<file path="config.mk">
export PLATFORM = sky130hd
export DESIGN_NAME = if_fetch_unit
export DESIGN_NICKNAME = d
export VERILOG_FILES = /design/src/rtl/if_fetch_unit.sv
export SDC_FILE = /design/constraint.sdc
export NUM_CORES = 1
export LEC_CHECK = 0
export ABC_AREA = 1
export BUFFER_PORTS_ARGS = -buffer_cell sky130_fd_sc_hd__buf_2
export CORE_ASPECT_RATIO = 1.1
export CORE_MARGIN = 2
export CORE_UTILIZATION = 49
export CTS_CLUSTER_DIAMETER = 50
export CTS_CLUSTER_SIZE = 14
export DETAILED_ROUTE_END_ITERATION = 8
export GPL_ROUTABILITY_DRIVEN = 0
export PLACE_DENSITY_LB_ADDON = 0.05
export RECOVER_POWER = 50
export SLEW_MARGIN = 15
export SYNTH_ARGS = -nofsm -noshare
export SYNTH_HDL_FRONTEND = slang
export SYNTH_SLANG_ARGS = --single-unit
</file>
<file path="constraint.sdc">
create_clock -name i_clk -period 2.4 [get_ports i_clk]
set_input_delay 0.24 -clock i_clk [delete_from_list [all_inputs] [get_ports i_clk]]
set_output_delay 0.24 -clock i_clk [all_outputs]
set_load 0.02 [all_outputs]
</file>
<file path="src/rtl/if_fetch_unit.sv">
// Instruction-fetch stage: owns the PC, reads instruction memory, applies
// stall/redirect/HALT handling and a small run-control FSM for the debug unit.
module if_fetch_unit #(
    parameter int               MSB         = 32,
    parameter int               IMEM_ADDR_W = 10,
    parameter logic [MSB-1:0]   HALT_INST   = 32'hFFFF_FFFF
) (
    input  logic                   i_clk,
    input  logic                   i_rst,
    input  logic                   i_start,
    input  logic                   i_step_mode,
    input  logic                   i_step,
    input  logic                   i_stall,
    input  logic                   i_branch_taken,
    input  logic [MSB-1:0]         i_branch_target,
    input  logic                   i_jump,
    input  logic [MSB-1:0]         i_jump_target,
    output logic [IMEM_ADDR_W-1:0] o_imem_addr,
    input  logic [MSB-1:0]         i_imem_data,
    output logic [MSB-1:0]         o_pc,
    output logic [MSB-1:0]         o_next_pc,
    output logic [MSB-1:0]         o_inst,
    output logic                   o_flush,
    output logic                   o_halted,
    output logic [MSB-1:0]         o_fetch_count
);

    typedef enum logic [1:0] {
        ST_IDLE,
        ST_RUN,
        ST_STEP,
        ST_HALT
    } state_t;

    state_t         state_q, state_d;
    logic [MSB-1:0] pc_q, pc_d;
    logic [MSB-1:0] cnt_q, cnt_d;
    logic [MSB-1:0] pc_plus4;
    logic           adv;

    assign pc_plus4 = pc_q + MSB'(4);
    assign adv      = (state_q == ST_RUN) || ((state_q == ST_STEP) && i_step);

    // NOTE: every signal driven here gets a default first, so no path leaves
    // a value unassigned and no latch is inferred.
    always_comb begin
        state_d   = state_q;
        pc_d      = pc_q;
        cnt_d     = cnt_q;
        o_inst    = '0;
        o_next_pc = pc_q;
        o_flush   = 1'b0;

        if (state_q == ST_IDLE && i_start) begin
            state_d = i_step_mode ? ST_STEP : ST_RUN;
        end

        if (adv) begin
            o_inst    = i_imem_data;
            o_next_pc = pc_plus4;
            cnt_d     = (&cnt_q) ? cnt_q : cnt_q + MSB'(1);

            // Branch is the older instruction, so it beats a jump; any
            // redirect beats a stall and squashes a wrong-path HALT.
            if (i_branch_taken) begin
                pc_d    = i_branch_target;
                o_flush = 1'b1;
            end else if (i_jump) begin
                pc_d    = i_jump_target;
                o_flush = 1'b1;
            end else if (i_stall) begin
                pc_d = pc_q;
            end else if (i_imem_data == HALT_INST) begin
                state_d = ST_HALT;
            end else begin
                pc_d = pc_plus4;
            end
        end
    end

    // NOTE: sequential state uses non-blocking assignments so every register
    // samples the same pre-edge values.
    always_ff @(posedge i_clk) begin
        if (i_rst) begin
            state_q <= ST_IDLE;
            pc_q    <= '0;
            cnt_q   <= '0;
        end else begin
            state_q <= state_d;
            pc_q    <= pc_d;
            cnt_q   <= cnt_d;
        end
    end

    assign o_imem_addr   = pc_q[IMEM_ADDR_W+1:2];
    assign o_pc          = pc_q;
    assign o_halted      = (state_q == ST_HALT);
    assign o_fetch_count = cnt_q;

endmodule

</file>
# [Yosys cells after proc, flatten, opt, wreduce, memory -nomap -nowiden]
# Cells that the tools add are included.
[word_totals] wordCells=35 register_bits=66 inputBits=104 output_inout_bits=140
[classes] n_bitwise=1 eq_ne=6 n_reduce_logical=7 n_mux=16 addsub=2
[op_table] operator="32-bit two-way mux" count=6
[op_table] operator="32-bit by 1-bit adder with 32-bit output (second input constant)" count=1
[op_table] operator="32-bit by 3-bit adder with 32-bit output (second input constant)" count=1
[op_table] operator="32-bit == test (second input constant)" count=1
[op_table] operator="32-bit AND reduction" count=1
[op_table] operator="2-bit two-way mux" count=7
[op_table] operator="2-bit == test (second input constant)" count=2
[op_table] operator="1-bit two-way mux" count=3
[op_table] operator="3-bit by 1-bit != test with 1-bit output (second input constant)" count=1
[op_table] operator="3-bit != test (second input constant)" count=1
[op_table] operator="3-bit AND reduction" count=1
[op_table] operator="2-bit by 1-bit == test with 1-bit output (second input constant)" count=1
[op_table] operator="1-bit logical AND" count=2
[op_table] operator="2-bit zero test" count=1
[op_table] operator="2-bit AND reduction" count=1
[op_table] operator="1-bit logical OR" count=1
[op_table] operator="1-bit inverter" count=1

# [Depth between registers and ports, before layout]
# Gate-level depths: netlist of run 1.
[logic_depth] ltp_word=8 ltp_mapped=11 mapped_depth_nobuf=11

# [Least setup slack after synthesis of run 1]
# Ideal clock, no wire load.
[synth_path] path_kind="register to output" from="register pc_q[2], in the netlist o_pc[2]" to="output port o_next_pc[20]" required_time_ns=2.160 setup_slack_ns=0.390 path_buffers=0 stages_incl_launch_ff=8 arrival_ns=1.770 cell_sequence="dfxtp_1 -> ha_1 -> nand2_1 -> nor2_1 -> nand3_1 -> nor2_1 -> nand2_1 -> a31oi_1"
[synth_between] elab_chain_cells=2
[synth_rtl] item="from (decl)" line="36" source="logic [MSB-1:0] pc_q, pc_d;"
[synth_rtl] item="from (signal assigned)" line="90" source="pc_q <= pc_d;"
[synth_rtl] item="32-bit by 3-bit adder with 32-bit output" line="41" source="assign pc_plus4 = pc_q + MSB'(4);"
[synth_rtl] item="32-bit two-way mux" line="58" source="if (adv) begin"
[synth_rtl] item="to (decl)" line="21" source="output logic [MSB-1:0] o_next_pc,"
# Every way passes these cells.

# [Worst setup path in the final report of run 1]
[layout_path] from="register pc_q[6], in the netlist o_pc[6]" to="output port o_next_pc[25]"
# The elaborated chain is that of the path after synthesis.

==> summary.md, run 1 <==
| Metric | Value |
|---|---|
| Fin crit share | `93.6%` |
| Hold slack | `221 ps` |
| Minimum clock period | `approximately 2200 ps` |
| Largest net degree at the start of global routing | `54` |
| Vias in the first global route | `6468` |
| DRC Markers | `0` |
| Register area share after synthesis | `22.9%` |
| Max incr delay on CP | `430 ps` |
| Hold depth | `3` |
| FFs w/ async S/R, synth | `0%` |
| Setup TNS Final | `0 ps` |
| Gr ovfl total | `0` |
| Chip height | `118 um` |
| P_leak | `3.30 nW` |
| GRT Total Usage | `between 20% and 30%` |
| Cell row count | `41` |
| Synthesized area per cell | `5.77 sq um` |
| First-pass GRT wire length | `between 30 and 40 mm` |
| WP data arrival | `2010 ps` |
| Fraction of layout cells with a size suffix above 1 | `between 20% and 30%` |
| Slew @ Worst Pin | `between 600 and 700 ps` |
| Setup Viol. Count Final | `0` |
| Total CTS buffers | `9` |
| Initial Utilization | `50.2%` |
| Worst setup slack after layout | `153 ps` |
| Die Area | `12700 sq um` |
| Final core utilization | `63.0%` |
| Clock Latency Late Sink | `roughly 330 ps` |
| DP Worst Slack | `139 ps` |
| Post-layout nets | `1324` |
| Core Box Area | `11500 sq um` |
| Outcome | `finished, final reports clean` |
| Dominant synthesized flop cell | `dfxtp_1` |
| Worst IR drop on VDD | `345 uV` |
| Worst-path fanout max | `6` |
| CTS tree | `done` |
| Synth-to-layout area growth | `25.4%` |
| Root buffer cell | `clkbuf_16` |
| Initial antenna violation count | `0` |
| IO buf count | `between 200 and 250` |
| Worst reg-to-reg path cell count | `10` |
| CTS clk-pin slew, worst paths | `60 ps` |
| Placed cells | `1357` |
| Critical path depth | `9` |
| Endpoint type of the worst setup path | `primary output` |
| Final Hold Fails | `0` |
| Synthesis-stage register bit count | `66` |
| WL per Instance | `13.7 um` |
| Final WL | `~19 mm` |
| Synth Instances | `roughly 1000` |
| Min-delay worst type | `in -> reg` |
| Pins Over Slew Limit | `0` |
| Distinct cells, synth | `35` |
| Slowest stage cell on the critical path | `dfxtp_1` |
| Delay-heaviest family, CP | `simple AND/OR/NAND/NOR gates` |
| Vias per std cell | `5.08` |
| Worst setup SP type | `register` |
| Drt first pass iters | `5` |
| Sink Count | `66` |
| Clock Tree Buf Depth | `2` |
| I/O pins | `244` |
| Critical Path RT | `2160 ps` |
| Power density over the cells | `526 nW/um^2` |
| Synthesized area | `5770 sq um` |
| Die W | `approximately 110 um` |
| Crit path top cell by count | `nand2_1` |
| Worst slew margin | `between 50% and 60%` |
| Final Skew | `between 3 and 4 ps` |
| Syn. warnings | `0` |
| Setup CP Type | `reg -> out` |
| H-tree levels | `3` |
| DRT iter0 DRCs | `405` |
| Maximum clock frequency | `445 MHz` |
| DRT antenna net count | `0` |
| HPWL after DPL | `14.5 mm` |
| Vias | `approximately 7000` |
| Diode count | `0` |
| Post-synth EDFFs | `0` |
| WP buf/inv | `2` |
| Critical path cell sequence | `nand2_1 > nor2_1 > nand2_2 > inv_1 > nand3_1 > nand2_1 > nand2_1 > o21ai_0 > buf_2` |
| Syn Nets | `1105` |
| # fillers | `1233` |
| Maxcap violations | `0` |
| Final std cells w/o fill | `between 1000 and 1500` |
[tightest hold or removal path: stages]
cell and delay, ps:
buf_2 80, a22oi_1 60, a21oi_1 130
[kinds of logic (layout without fill, tap and decap cells)]
kind of cell	Yosys count	in the layout	synth area share, %
XOR/XNOR	23	23	3.49
AND/OR/NAND/NOR	613	613	43.8
adder cells (fa/ha/maj)	2	2	0.434
flip-flops	66	66	22.9
AO/OA/AOI/OAI	148	148	17.1
buffers and inverters	147	370	12.3
[metrics by stage]
stage	instance area (sq um)	power [mW]
after floorplan	5770	2.11
after global placement	6970	2.46
after detailed placement	6970	2.47
after CTS	7290	3.83
after global routing	7240	3.99
final	7240	3.81
[where the power goes]
part / total, mW / switching, mW / internal, mW
combinational: 1.15 / 0.769 / 0.379
clock: 1.37 / 0.488 / 0.882
sequential: 1.29 / 0.116 / 1.17
total: 3.81 / 1.37 / 2.43
[layer usage]
| metal | global-route usage, % | vias to the layer above | share of wire [%] |
|---|---|---|---|
| met1 | 35.5 | 3124 | 42 |
| met5 | 0 | - | 0 |
| met3 | 5.09 | 38 | 5.7 |
| li1 | - | 3568 | - |
| met4 | 9.54 | 0 | 2.7 |
| met2 | 53.0 | 238 | 50 |
[cell usage in the layout (no fill, tap or decap), types with 9 or more instances in the layout]
cell type / synthesis / layout
buf_2: 7 / 175
buf_4: 12 / 12
o21ai_0: 31 / 37
xor2_1: 19 / 19
inv_1: 90 / 93
clkbuf_16: 0 / 9
nand3_1: 35 / 34
clkbuf_1: 18 / 70
a21oi_2: 30 / 30
a21oi_1: 32 / 32
nand3b_1: 16 / 16
a22o_1: 24 / 24
nor2_1: 187 / 177
nor2_2: 2 / 11
dfxtp_1: 66 / 58
nand2_1: 347 / 346
nand2_2: 12 / 13
[path summary, 6_finish.rpt]
kind | startpoint | end | slack, ps
min | i_jump_target[0] | o_pc[0] | 220
max reg2reg | o_fetch_count[0] | o_fetch_count[31] | 260
max | o_pc[6] | o_next_pc[25] | 150
min reg2reg | o_fetch_count[31] | o_fetch_count[31] | 530
[registers in the layout, indices dropped and copies added, names as in the netlist]
register / cells
o_fetch_count: 32
o_pc: 32
state_q: 2
[synth_stat cells, types with 2 or more instances]
master    count  area [sq um]
a21oi_1      32           160
o21ai_1      11          55.1
o21bai_1      8          60.1
nand2_1     347          1300
a22o_1       24           210
inv_1        90           338
clkbuf_1     18          67.6
xor2_1       19           166
nand2_2      12          75.1
xnor2_1       4          35.0
inv_2         5          18.8
buf_1         2          7.51
nor2_1      187           702
a21oi_2      30           263
nor2_4        3          33.8
dfxtp_1      66          1320
nand3b_1     16           120
a22oi_1       3          22.5
ha_1          2          25.0
buf_2         7          35.0
buf_6        10           113
nand2_4       4          45.0
nor2_2        2          12.5
o21ai_0      31           155
buf_4        12          90.1
nand3_1      35           175
a31oi_1       8          50.1
nand4_1       4          25.0
[area by class of cell]
class / count / area, sq um / area share, %
clock buffers: 13 / 270 / 3.74
clock inverters: 2 / 35.0 / 0.484
inverters: 96 / 363 / 5.01
multi-input cells: 786 / 3780 / 52.2
flip-flops and latches: 66 / 1330 / 18.4
well taps: 150 / 188 / 2.59
repair buffers: 259 / 1270 / 17.6
[what timing repair did]
| action | 4_1_cts | 5_1_grt |
|---|---|---|
| setup endpoints to repair | 6 | 54 |
| pin swaps | 0 | 0 |
| gates resized for setup | 4 | 20 |
| hold buffers | 0 | 0 |
| buffers inserted | 0 | 0 |
No activity file was read; power rests on OpenSTA's default activity.
==> inputs of run 2 (changes only) <==
--- a/config.mk
+++ b/config.mk
@@ -7,14 +7,16 @@
 export LEC_CHECK = 0
 export ABC_AREA = 1
 export BUFFER_PORTS_ARGS = -buffer_cell sky130_fd_sc_hd__buf_2
+export CELL_PAD_IN_SITES_DETAIL_PLACEMENT = 0
+export CELL_PAD_IN_SITES_GLOBAL_PLACEMENT = 1
 export CORE_ASPECT_RATIO = 1.1
 export CORE_MARGIN = 2
-export CORE_UTILIZATION = 49
+export CORE_UTILIZATION = 32
 export CTS_CLUSTER_DIAMETER = 50
 export CTS_CLUSTER_SIZE = 14
 export DETAILED_ROUTE_END_ITERATION = 8
 export GPL_ROUTABILITY_DRIVEN = 0
-export PLACE_DENSITY_LB_ADDON = 0.05
+export PLACE_DENSITY_LB_ADDON = 0.1
 export RECOVER_POWER = 50
 export SLEW_MARGIN = 15
 export SYNTH_ARGS = -nofsm -noshare
==> run 2 against run 1 <==
Die area is 51% higher. Sequential share of layout area decreased by 0.34 points. Sequential power hardly changed. Worst setup slack got worse by 6.2 ps. Core utilization is 21 points lower. Total power down 2.7%. Hold slack worse by 6.0 ps. Sequential cell count unchanged. Wire length rose by 16%. Clock power shrank 9%. Global-route usage is 7.0 points lower. Critical path type unchanged. Largest power group is now registers. Highest routed layer unchanged.
==> summary.md, run 2 (synthesized netlist as in run 1, its figures left out) <==
| Metric | Value |
|---|---|
| Setup Viol. Count Final | `0 (unchanged)` |
| Synth-to-layout area growth | `27.2% (was 25.4%)` |
| Fin crit share | `93.9% (was 93.6%)` |
| Max incr delay on CP | `360 ps (was 430 ps)` |
| Endpoint type of the worst setup path | `primary output (unchanged)` |
| Vias per std cell | `4.67 (was 5.08)` |
| HPWL after DPL | `16.9 mm (was 14.5 mm)` |
| Cell row count | `51 (was 41)` |
| Worst IR drop on VDD | `321 uV (was 345 uV)` |
| Worst slew margin | `51.0% (was 57.8%)` |
| Root buffer cell | `clkbuf_16 (unchanged)` |
| Worst setup SP type | `register (unchanged)` |
| Gr ovfl total | `0 (unchanged)` |
| RSZ-0062 raised after global routing | `true` |
| Initial Utilization | `32.6% (was 50.2%)` |
| Critical Path RT | `2160 ps (about the same)` |
| Final Skew | `9.45 ps (was 3.57 ps)` |
| Commonest non-fill, non-tap cell in the layout | `nand2_1 (unchanged)` |
| Clock Tree Buf Depth | `2 (unchanged)` |
| Vias in the first global route | `6441 (was 6468)` |
| Chip height | `145 um (was 118 um)` |
| Maximum clock frequency | `444 MHz (was 445 MHz)` |
| Setup TNS Final | `0 ps (unchanged)` |
| # fillers | `2086 (was 1233)` |
| Min-delay worst type | `in -> reg (unchanged)` |
| CTS clk-pin slew, worst paths | `50 ps (was 60 ps)` |
| GRT Total Usage | `22.6% (was 29.6%)` |
| Post-layout nets | `1332 (was 1324)` |
| Hold Buf Count CTS | `0 (unchanged)` |
| I/O pins | `244 (unchanged)` |
| Minimum clock period | `2250 ps (about the same)` |
| FF/Latch Area | `1330 sq um (about the same)` |
| DRT antenna net count | `0 (unchanged)` |
| Die W | `132 um (was 107 um)` |
| Placed instance area | `7130 sq um (was 6970 sq um)` |
| Critical path cell sequence | `nand2_1 > nor2_1 > nand2_2 > nor2_2 > nand3_1 > nand2_1 > nand2_1 > o21ai_0 > buf_2 (was nand2_1 > nor2_1 > nand2_2 > inv_1 > nand3_1 > nand2_1 > nand2_1 > o21ai_0 > buf_2)` |
| Sink Count | `66 (unchanged)` |
| Pins Over Slew Limit | `0 (unchanged)` |
| H-tree levels | `3 (unchanged)` |
| Final instance area | `7340 sq um (was 7240 sq um)` |
| Slew @ Worst Pin | `735 ps (was 633 ps)` |
| Total CTS buffers | `9 (unchanged)` |
| Vias | `6873 (was 6968)` |
| DRC Markers | `0 (unchanged)` |
| Slowest stage cell on the critical path | `dfxtp_1 (unchanged)` |
| CTS tree | `done (unchanged)` |
| Drt first pass iters | `5 (unchanged)` |
| DRT iter0 DRCs | `250 (was 405)` |
| Die Area | `19100 sq um (was 12700 sq um)` |
| Fraction of layout cells with a size suffix above 1 | `22.3% (was 22.9%)` |
| Maxcap violations | `0 (unchanged)` |
| Setup CP Type | `reg -> out (unchanged)` |
| Most frequent cells in the layout | `nand2_1, nor2_1, buf_2, inv_1, clkbuf_1 (unchanged)` |
| First-pass GRT wire length | `33.9 mm (was 30.6 mm)` |
| WL per Instance | `14.9 um (was 13.7 um)` |
| WP data arrival | `2010 ps (about the same)` |
| IO buf count | `243 (unchanged)` |
| Largest net degree at the start of global routing | `53 (was 54)` |
| Outcome | `finished, final reports clean (unchanged)` |
| Power density over the cells | `504 nW/um^2 (was 526 nW/um^2)` |
| Area of the multi-input gates | `3770 sq um (was 3780 sq um)` |
| Final WL | `21.9 mm (was 18.8 mm)` |
| P_leak | `3.29 nW (was 3.30 nW)` |
| Initial antenna violation count | `2 (was 0)` |
| Final Hold Fails | `0 (unchanged)` |
| Core Box Area | `17700 sq um (was 11500 sq um)` |
| Clock Latency Late Sink | `340 ps (was 330 ps)` |
| Worst-path fanout max | `6 (unchanged)` |
| Crit path top cell by count | `nand2_1 (unchanged)` |
| Post-CTS Setup Repair Bufs | `0 (unchanged)` |
==> run 2: final cells by class <==
| class | instances | area share (%) |
|---|---|---|
| Antenna cell | 2 | 0.0682 |
| Clock buffer | 13 | 3.41 |
| Clock inverter | 3 | 0.205 |
| Inverter | 96 | 4.94 |
| Multi-Input combinational cell | 786 | 51.4 |
| Sequential cell | 66 | 18.1 |
| Tap cell | 238 | 4.06 |
| Timing Repair Buffer | 267 | 17.9 |
==> run 2: final timing paths <==
| path | start | endpoint | slack [ps] | depth (start not counted) |
|---|---|---|---|---|
| min reg2reg | o_fetch_count[30] | o_fetch_count[30] | 530 | 2 |
| min | i_start | state_q[0] | 210 | 3 |
| max reg2reg | state_q[0] | o_pc[18] | 270 | 10 |
| max | o_pc[7] | o_next_pc[27] | 150 | 9 |
==> run 2: metrics by stage <==
step | hold slack, ps | power [mW] | cells | utilization (%) | setup slack (ps)
detailed placement | 518 | 2.52 | 1453 | 40.3 | 198
finish | 215 | 3.70 | 1471 | 41.5 | 147
CTS | 203 | 3.77 | 1469 | 41.9 | 34.2
global route | 218 | 3.91 | 1471 | 41.5 | -9.08
global placement | 509 | 2.52 | 1453 | 40.3 | 260
floorplan | 427 | 2.11 | 999 | - | 390
==> run 2: timing repair <==
action                                 in CTS  in global routing
resized for setup                           2                 16
cloned                                      0                  0
setup endpoints to repair                   2                 49
endpoints found under the hold margin       0                  0
==> run 2: report_power, final <==
group          internal (mW)  switching, mW
Clock                  0.724          0.513
Combinational          0.389          0.810
Sequential              1.17         0.0988
Total                   2.28           1.42
==> run 2: worst max-delay path: cells and delay by family (launching register included) <==
kind,cells,cell delay [ps]
AOI/OAI and AO/OA,1,70
buffers and inverters,1,190
DFF,1,360
and+or+nand+nor,7,1060
==> run 2: per-layer routing <==
metal / part of all wire (%) / vias to the layer above / wire, um / track usage, %
li1: - / 3588 / - / -
met1: 43 / 3096 / 9400 / 25.8
met2: 51 / 163 / 11200 / 43.1
met3: 4.0 / 26 / 871 / 3.97
met4: 2.0 / 0 / 437 / 6.41
met5: 0 / - / 0 / 0
==> inputs of run 3 (changes only) <==
==> constraint.sdc (replaced) <==
create_clock -name i_clk -period 2.4 [get_ports i_clk]
set_input_delay 0.48 -clock i_clk [delete_from_list [all_inputs] [get_ports i_clk]]
set_output_delay 0.48 -clock i_clk [all_outputs]
set_load 0.02 [all_outputs]
==> run 3 against run 2 <==
Wire length up 2.0%. Critical endpoint is now o_next_pc[26]. Critical path depth up 1. Largest power group is now combinational logic. Sequential power about the same. Hold slack better by 210 ps. Core utilization up 2.1 points. Non-clock buffer count up 15. Critical path type unchanged. Total power up 4.1%. Worst setup slack worse by 55 ps.
==> summary.md, run 3 (synthesized netlist as in run 1, its figures left out) <==
| Metric | Value |
|---|---|
| HPWL after DPL | `17.5 mm (was 16.9 mm)` |
| Endpoint type of the worst setup path | `primary output (unchanged)` |
| Slowest stage cell on the critical path | `dfxtp_2 (was dfxtp_1)` |
| Root buffer cell | `clkbuf_16 (unchanged)` |
| Vias | `6951 (was 6873)` |
| DRT iter0 DRCs | `283 (was 250)` |
| First-pass GRT wire length | `34.7 mm (was 33.9 mm)` |
| CTS clk-pin slew, worst paths | `60 ps (was 50 ps)` |
| Fin crit share | `96.2% (was 93.9%)` |
| IO buf count | `243 (unchanged)` |
| Fraction of layout cells with a size suffix above 1 | `31.1% (was 22.3%)` |
| Clock Latency Late Sink | `340 ps (about the same)` |
| Worst slew margin | `62.5% (was 51.0%)` |
| Placed cells | `1465 (was 1453)` |
| Vias in the first global route | `6697 (was 6441)` |
| Clock Tree Buf Depth | `2 (unchanged)` |
| Minimum clock period | `2310 ps (was 2250 ps)` |
| Worst setup SP type | `register (unchanged)` |
| Diode count | `0 (was 2)` |
| Power density over the cells | `499 nW/um^2 (was 504 nW/um^2)` |
| DRT antenna net count | `0 (unchanged)` |
| Min-delay worst type | `in -> reg (unchanged)` |
| Worst-path fanout max | `6 (unchanged)` |
| Total CTS buffers | `9 (unchanged)` |
| Synth-to-layout area growth | `33.8% (was 27.2%)` |
| Final Skew | `10.2 ps (was 9.45 ps)` |
| Largest net degree at the start of global routing | `37 (was 53)` |
| Drt first pass iters | `5 (unchanged)` |
| Die Area | `19100 sq um (unchanged)` |
| Pins Over Slew Limit | `0 (unchanged)` |
| Maximum clock frequency | `433 MHz (was 444 MHz)` |
| Setup Viol. Count Final | `0 (unchanged)` |
| DRC Markers | `0 (unchanged)` |
| Core Box Area | `17700 sq um (unchanged)` |
| Final WL | `22.4 mm (was 21.9 mm)` |
| Outcome | `finished, final reports clean (unchanged)` |
| Delay-heaviest family, CP | `simple AND/OR/NAND/NOR gates (unchanged)` |
| I/O pins | `244 (unchanged)` |
| Sink Count | `66 (unchanged)` |
| Post-layout nets | `1347 (was 1332)` |
| Initial Utilization | `32.6% (unchanged)` |
| Final core utilization | `43.7% (was 41.5%)` |
| Commonest non-fill, non-tap cell in the layout | `nand2_1 (unchanged)` |
| WP data arrival | `1830 ps (was 2010 ps)` |
| Crit path top cell by count | `nand2_1 (unchanged)` |
| P_leak | `3.61 nW (was 3.29 nW)` |
| Slew @ Worst Pin | `562 ps (was 735 ps)` |
| Final std cells w/o fill | `1484 (was 1471)` |
| RSZ-0062 raised after global routing | `true (unchanged)` |
| Max incr delay on CP | `410 ps (was 360 ps)` |
| Critical path cell sequence | `nand2_1 > nor2_4 > nand2_1 > nor2_2 > nand2_1 > nand2_1 > nand2_1 > nand2_1 > o21ai_0 > buf_4 (was nand2_1 > nor2_1 > nand2_2 > nor2_2 > nand3_1 > nand2_1 > nand2_1 > o21ai_0 > buf_2)` |
| Critical Path RT | `1920 ps (was 2160 ps)` |
| CTS tree | `done (unchanged)` |
| Die W | `132 um (unchanged)` |
| Chip height | `145 um (unchanged)` |
| Most frequent cells in the layout | `nand2_1, buf_2, nor2_1, inv_1, dfxtp_1 (was nand2_1, nor2_1, buf_2, inv_1, clkbuf_1)` |
| H-tree levels | `3 (unchanged)` |
| Initial antenna violation count | `0 (was 2)` |
| GRT Total Usage | `22.9% (was 22.6%)` |
| Maxcap violations | `0 (unchanged)` |
| Final Hold Fails | `0 (unchanged)` |
| Cell row count | `51 (unchanged)` |
| Setup CP Type | `reg -> out (unchanged)` |
| Vias per std cell | `4.68 (was 4.67)` |
| Hold Buf Count CTS | `0 (unchanged)` |
| WL per Instance | `15.1 um (was 14.9 um)` |
| Gr ovfl total | `0 (unchanged)` |
| Worst IR drop on VDD | `322 uV (was 321 uV)` |
| WP buf/inv | `1 (unchanged)` |
-- run 3: cell count changes in the layout (fill, tap and decap cells not counted), sizes merged --
cell	before	now
clkinvlp	0	2
buf	191	256
clkbuf	89	37
diode	2	0
-- run 3: final cells by class --
cell class,count,area [sq um]
Inverter,96,362
Multi-Input combinational cell,786,3910
Clock buffer,11,243
Fill cell,2061,9960
Tap cell,238,298
Clock inverter,5,30.0
Timing Repair Buffer,282,1520
Sequential cell,66,1350
-- run 3: where the power goes --
part / leakage, nW / total [mW] / switching (mW) / internal (mW)
logic: 2.94 / 1.31 / 0.849 / 0.458
registers: 0.546 / 1.28 / 0.103 / 1.18
clock network: 0.131 / 1.27 / 0.546 / 0.723
total: 3.61 / 3.85 / 1.50 / 2.36
-- run 3: timing repair --
action                     CTS  global route
setup buffers                0             3
resized for setup           42            43
pin swaps                    1            14
setup endpoints to repair   22            27
-- run 3: worst register-to-register path, stage by stage (launching register included) --
cell and delay (ps):
dfxtp_1 360, inv_2 60, or2_1 230, nand2_4 130, buf_4 150, buf_4 140
nand2_8 120, inv_2 450, nand3_1 140, nand2_1 90, nor2_1 40
-- run 3: worst paths after layout --
kind	slack, ps	endpoint	cells past startpoint	startpoint
setup / recovery	90	o_next_pc[26]	10	o_pc[16]
hold / removal	420	o_pc[8]	2	i_rst
setup reg to reg	390	o_fetch_count[20]	10	state_q[0]
hold reg to reg	520	o_fetch_count[30]	2	o_fetch_count[30]
-- run 3: per-stage QoR --
step	hold slack, ps	power [mW]	area (sq um)	setup TNS [ps]	setup WS (ps)
after detailed placement	516	2.57	7230	0	169
after global routing	417	4.06	7720	-64.8	-21.4
after CTS	413	3.87	7620	0	0.0298
final	421	3.85	7720	0	91.6
after global placement	506	2.57	7230	0	200
after floorplan	492	2.11	5770	0	150
-- run 3: layer usage --
layer,track usage (%),wire length [um],vias up
li1,-,-,3622
met4,6.64,374,0
met3,3.00,791,22
met1,26.3,9590,3151
met2,44.3,11600,156
met5,0,0,-
